`config.mk`:
```
export PLATFORM = sky130hd
export DESIGN_NAME = instr_fetch_unit
export DESIGN_NICKNAME = d
export VERILOG_FILES = /design/src/rtl/cpu_pkg.sv /design/src/rtl/fetch_timeout_ctr.sv /design/src/rtl/instr_fetch_unit.sv
export SDC_FILE = /design/constraint.sdc
export NUM_CORES = 1
export LEC_CHECK = 0
export ABC_AREA = 1
export BUFFER_PORTS_ARGS = -buffer_cell sky130_fd_sc_hd__buf_4
export CORE_MARGIN = 8
export CORE_UTILIZATION = 30
export CTS_BUF_LIST = sky130_fd_sc_hd__clkbuf_2 sky130_fd_sc_hd__clkbuf_4 sky130_fd_sc_hd__clkbuf_8
export CTS_CLUSTER_SIZE = 14
export DETAILED_ROUTE_END_ITERATION = 7
export PLACE_DENSITY = 0.63
export SYNTH_ARGS = -nofsm -noshare
export SYNTH_HDL_FRONTEND = slang
export SYNTH_SLANG_ARGS = --single-unit
export TNS_END_PERCENT = 30
```
`constraint.sdc`:
```
create_clock -name CLK -period 4.03 [get_ports CLK]
set_clock_uncertainty 0.15 [all_clocks]
set_input_delay 1.0075 -clock CLK [delete_from_list [all_inputs] [get_ports CLK]]
set_output_delay 1.0075 -clock CLK [all_outputs]
set_load 0.01 [all_outputs]
```
`src/rtl/cpu_pkg.sv`:
```
// Shared definitions for the CPU front end.
// Contents:
//   fetch_state_t     - states of the instruction fetch FSM
//   DEF_ADDR_W        - default PC / instruction address width
//   DEF_DATA_W        - default instruction word width
//   INSTR_ALIGN_MASK  - address bits that must be zero for a legal fetch
//   is_misaligned()   - alignment test applied to the low address bits
package cpu_pkg;

    localparam int DEF_ADDR_W = 32;
    localparam int DEF_DATA_W = 32;

    localparam logic [1:0] INSTR_ALIGN_MASK = 2'b11;

    typedef enum logic [2:0] {
        IDLE,
        REQ,
        DELIV,
        ADV,
        ERR
    } fetch_state_t;

    function automatic logic is_misaligned(input logic [1:0] addr_lsb);
        return (addr_lsb & INSTR_ALIGN_MASK) != 2'b00;
    endfunction

endpackage

```
`src/rtl/fetch_timeout_ctr.sv`:
```
// Wait-cycle counter for an outstanding instruction-memory request.
// Ports:
//   clk     - system clock
//   rst     - synchronous active-high reset, clears the count
//   clr     - clears the count (held while no request is outstanding)
//   en      - counts one wait cycle
//   expired - count has reached TIMEOUT-1, i.e. this is the last wait cycle
// The count saturates at TIMEOUT so it can never wrap back into range.
module fetch_timeout_ctr #(
    parameter int TIMEOUT = 15
) (
    input  logic clk,
    input  logic rst,
    input  logic clr,
    input  logic en,
    output logic expired
);

    localparam int TW = $clog2(TIMEOUT + 1);

    logic [TW-1:0] cnt;

    always_ff @(posedge clk) begin
        if (rst || clr) begin
            cnt <= '0;
        end else if (en && (cnt != TW'(TIMEOUT))) begin
            cnt <= cnt + 1'b1;
        end
    end

    assign expired = (cnt == TW'(TIMEOUT - 1));

endmodule

```
`src/rtl/instr_fetch_unit.sv`:
```
// Instruction fetch stage sitting between the PC register and decode.
// Samples the PC, requests the word from instruction memory over a req/ack
// handshake, holds it in IR until decode accepts it, then pulses PCWre for
// one cycle so the PC advances only after the instruction was consumed.
// Ports:
//   CLK, Reset         - clock and synchronous active-high reset
//   Address            - current PC value
//   Halt               - suppresses new fetches (looked at in IDLE only)
//   IM_Req, IM_Addr    - memory request and its address (held while pending)
//   IM_Ack, IM_RData   - memory response strobe and instruction word
//   IR, IR_Valid       - instruction register and its undelivered flag
//   Stall              - decode back-pressure while IR is presented
//   PCWre              - one-cycle PC write enable
//   FetchErr           - sticky misalignment / timeout error
module instr_fetch_unit
    import cpu_pkg::*;
#(
    parameter int ADDR_W  = DEF_ADDR_W,
    parameter int DATA_W  = DEF_DATA_W,
    parameter int TIMEOUT = 15
) (
    input  logic              CLK,
    input  logic              Reset,
    input  logic [ADDR_W-1:0] Address,
    input  logic              Halt,
    output logic              IM_Req,
    output logic [ADDR_W-1:0] IM_Addr,
    input  logic              IM_Ack,
    input  logic [DATA_W-1:0] IM_RData,
    output logic [DATA_W-1:0] IR,
    output logic              IR_Valid,
    input  logic              Stall,
    output logic              PCWre,
    output logic              FetchErr
);

    fetch_state_t state;
    logic         expired;

    // The timer only runs while a request is outstanding and idles at zero
    // otherwise, so every REQ visit starts counting from zero.
    fetch_timeout_ctr #(
        .TIMEOUT(TIMEOUT)
    ) u_timeout (
        .clk    (CLK),
        .rst    (Reset),
        .clr    (state != REQ),
        .en     ((state == REQ) && !IM_Ack),
        .expired(expired)
    );

    always_ff @(posedge CLK) begin
        if (Reset) begin
            state    <= IDLE;
            IM_Req   <= 1'b0;
            IM_Addr  <= '0;
            IR       <= '0;
            IR_Valid <= 1'b0;
            PCWre    <= 1'b0;
            FetchErr <= 1'b0;
        end else begin
            case (state)
                // Any IM_Ack seen here is stale and deliberately ignored.
                IDLE: begin
                    if (!Halt) begin
                        if (is_misaligned(Address[1:0])) begin
                            FetchErr <= 1'b1;
                            state    <= ERR;
                        end else begin
                            IM_Addr <= Address;
                            IM_Req  <= 1'b1;
                            state   <= REQ;
                        end
                    end
                end

                // Ack takes priority over a timeout in the same cycle.
                REQ: begin
                    if (IM_Ack) begin
                        IR       <= IM_RData;
                        IR_Valid <= 1'b1;
                        IM_Req   <= 1'b0;
                        state    <= DELIV;
                    end else if (expired) begin
                        IM_Req   <= 1'b0;
                        FetchErr <= 1'b1;
                        state    <= ERR;
                    end
                end

                // IR keeps its value after delivery; only the flag drops.
                DELIV: begin
                    if (!Stall) begin
                        IR_Valid <= 1'b0;
                        PCWre    <= 1'b1;
                        state    <= ADV;
                    end
                end

                // PC updates on the edge closing this cycle, so IDLE next
                // cycle already sees the advanced Address.
                ADV: begin
                    PCWre <= 1'b0;
                    state <= IDLE;
                end

                ERR: begin
                    IM_Req   <= 1'b0;
                    IR_Valid <= 1'b0;
                    PCWre    <= 1'b0;
                    FetchErr <= 1'b1;
                end

                default: begin
                    state <= IDLE;
                end
            endcase
        end
    end

endmodule

```
==> results.ini <==
[clock_tree]
cts_setup_buffers = 0
clock_sinks = 75
htreeDepth = 3
cts_resized = 0
root_buffer = clkbuf_8
clk_pin_slew_ns = 0.08
cts_buffer_depth = 2
cts_tree = done
hold_buffers = 0
insertion_delay_ns = 0.34
numCtsBuffers = 9

[die]
dieArea_mm2 = 0.01287
die_h_um = 113.4
start_util = 0.3082
io_pins = 137
core_mm2 = 0.009240
dieWidth_um = 113.4
rows = 35

[timing]
tightest_slew_ns = 0.9519
setup_violations = 0
setup_tns_ns = 0
hold_viol = 0
fin_crit_ns = 2.249
rsz0062_at_grt = no
slew_headroom = 0.3647
hold_slack_ns = 0.2951
fmax_mhz = 444.6
slew_viol_final = 0
fin_crit_sh = 0.5581

[logic_synthesis]
synthAdderAreaFrac = 0.008787
postSynthAreaPerCell_um2 = 7.697
synth_simple_gate_area_share = 0.2685
synth_cells = 370
synth_top_family_by_area = simple AND/OR/NAND/NOR gates
synth_mux_area_frac = 0
yosys_warnings = 0
synth_xor_xnor_area_share = 0.003076
syn_nets = 441
synth-seq-area-share = 0.5272
synth-compound-area-share = 0.1336
ys_types = 18
ys_seq_elements = 75
syn_area_mm2 = 0.002848

[critical_path]
reg2reg_depth = 5
slowest_stage = inv_1
crit_chain = buf_4 -> inv_1 -> nand3_1 -> o21ba_2
arrival_ns = 2.39
path_buf_inv = 2
crit_fanout = 37
regToRegEndpoint = IR[17]$_SDFFE_PP0P_
startpoint_type = input port
r2r-start = state[0]$_SDFFE_PP0P_
critPathMaxStageDelay_ns = 0.74
crit_start = Reset
crit_type = input port to flop
r2r_setup_slack_ns = 1.82
worstPathRequired_ns = 4.17
critPathTopFamily = buffers and inverters
cp-end-kind = flop

[place]
port_buffers = 136
post-dp-hpwl_um = 6065
placed_cells = 613
routabilityCongestion = 0.7903

[hold_path]
holdPathEnd = IM_Addr[0]$_SDFFE_PP0P_
min_from = IM_Addr[0]$_SDFFE_PP0P_
min_path_type = flop to flop
hold_depth = 2

[grt]
grt_max_degree = 38
first_global_vias = 2775
antenna_found_initial = 0
gr-total-overflow = 0
grt_first_pass_wirelength_um = 13610
grt_use_total = 0.1309

[run]
drv_cap = 0

[drt]
dr.pass1.iters = 4
wire_per_inst_um = 13.64
routed_wl_um = 8582
vias_per_cell = 4.501
ant_nets = 0
drtIter0Drc = 207
vias = 2831
drcViolationCount = 0

[outcome]
status = finished clean

[finish]
drive_above_1_share = 0.3240
antennaDiodeCount = 0
area_growth_pct = 45.25
stdcell_count = 629
final_nets = 566

[pwr]
power.density_mw_per_mm2 = 504.7
peakVddDrop_uv = 261.3
p_leak_nw = 1.884

## cell type report
| cell class | count | area, um^2 |
|---|---|---|
| Clock buffer | 11 | 151.4 |
| Clock inverter | 5 | 58.81 |
| Fill cell | 931 | 5104 |
| Inverter | 15 | 56.30 |
| Multi-Input combinational cell | 257 | 1179 |
| Sequential cell | 75 | 1501 |
| Tap cell | 129 | 161.4 |
| Timing Repair Buffer | 137 | 1028 |
## worst max-delay path by stage
stage | endpoint | depth (start not counted)
after floorplan | IM_Addr[10]$_SDFFE_PP0P_ | 7
after global placement | PCWre$_SDFFE_PP0P_ | 4
after detailed placement | PCWre$_SDFFE_PP0P_ | 4
after CTS | PCWre$_SDFFE_PP0P_ | 4
after global routing | IM_Addr[10]$_SDFFE_PP0P_ | 4
final | PCWre$_SDFFE_PP0P_ | 4
## worst register-to-register path: cells and delay by family, from the launching register on
family / cells / cell delay, ns
flops: 1 / 0.48
buf+inv: 1 / 0.48
simple gates: 3 / 0.91
compound gates: 1 / 0.08
## logic make-up (layout without fill, tap and decap cells)
kind of cell               Yosys count  after routing
and+or+nand+nor                    179            179
AOI/OAI and AO/OA                   75             75
DFF                                 75             75
buffers and inverters               38            168
adders and majority gates            2              2
xor gates and xnor gates             1              1
## per-stage QoR
step / instance area (um^2) / util / power [mW] / setup slack, ns
after detailed placement: 3926 / 0.4249 / 1.499 / 1.401
after CTS: 4136 / 0.4477 / 2.116 / 1.756
after global placement: 3926 / 0.4249 / 1.489 / 1.398
final: 4136 / 0.4477 / 2.087 / 1.781
after floorplan: 2848 / - / 1.257 / 2.065
after global routing: 4136 / 0.4477 / 2.230 / 1.597
## flip-flops by register name, indices dropped and copies added, names as in the netlist
register and cells:
FetchErr 1, IM_Req 1, u_timeout.cnt 4, PCWre 1, IR 32, IR_Valid 1
IM_Addr 32, state 3
## cell usage after synthesis
library cell	count	area, um^2
nand2_1	53	198.9
buf_2	11	55.05
nand3_1	44	220.2
ha_1	2	25.02
inv_2	2	7.510
nor3_4	1	16.27
nor2_1	76	285.3
buf_4	3	22.52
xnor2_1	1	8.760
inv_1	13	48.80
clkbuf_1	9	33.78
nor2_4	1	11.26
o21ba_2	1	10.01
o21ai_0	33	165.2
nand3_2	2	20.02
a21oi_1	41	205.2
dfxtp_1	75	1501
nand2_2	2	12.51
## per-layer routing
metal  vias to the layer above  track usage  wire, um
met5                         -            0         0
met1                      1241       0.1608      3791
met4                         0      0.04618        90
met3                         9      0.08769      1300
met2                       127       0.1762      3399
li1                       1454            -         -
## power by group
| part | switching, mW | internal [mW] |
|---|---|---|
| Combinational | 0.334 | 0.244 |
| Clock | 0.289 | 0.321 |
| Sequential | 0.0638 | 0.835 |
## layout by cell type, fill, tap and decap left out, drive strengths merged
cell type,count
o21ai,33
xnor2,1
ha,2
buf,137
a21oi,41
nand3,46
nor3,1
nor2,77
nand2,55
dfxtp,75
inv,16
clkinv,1
o21ba,1
clkbuf,11
bufinv,1
clkinvlp,2
Note: power is estimated with default switching activity, not from simulation.
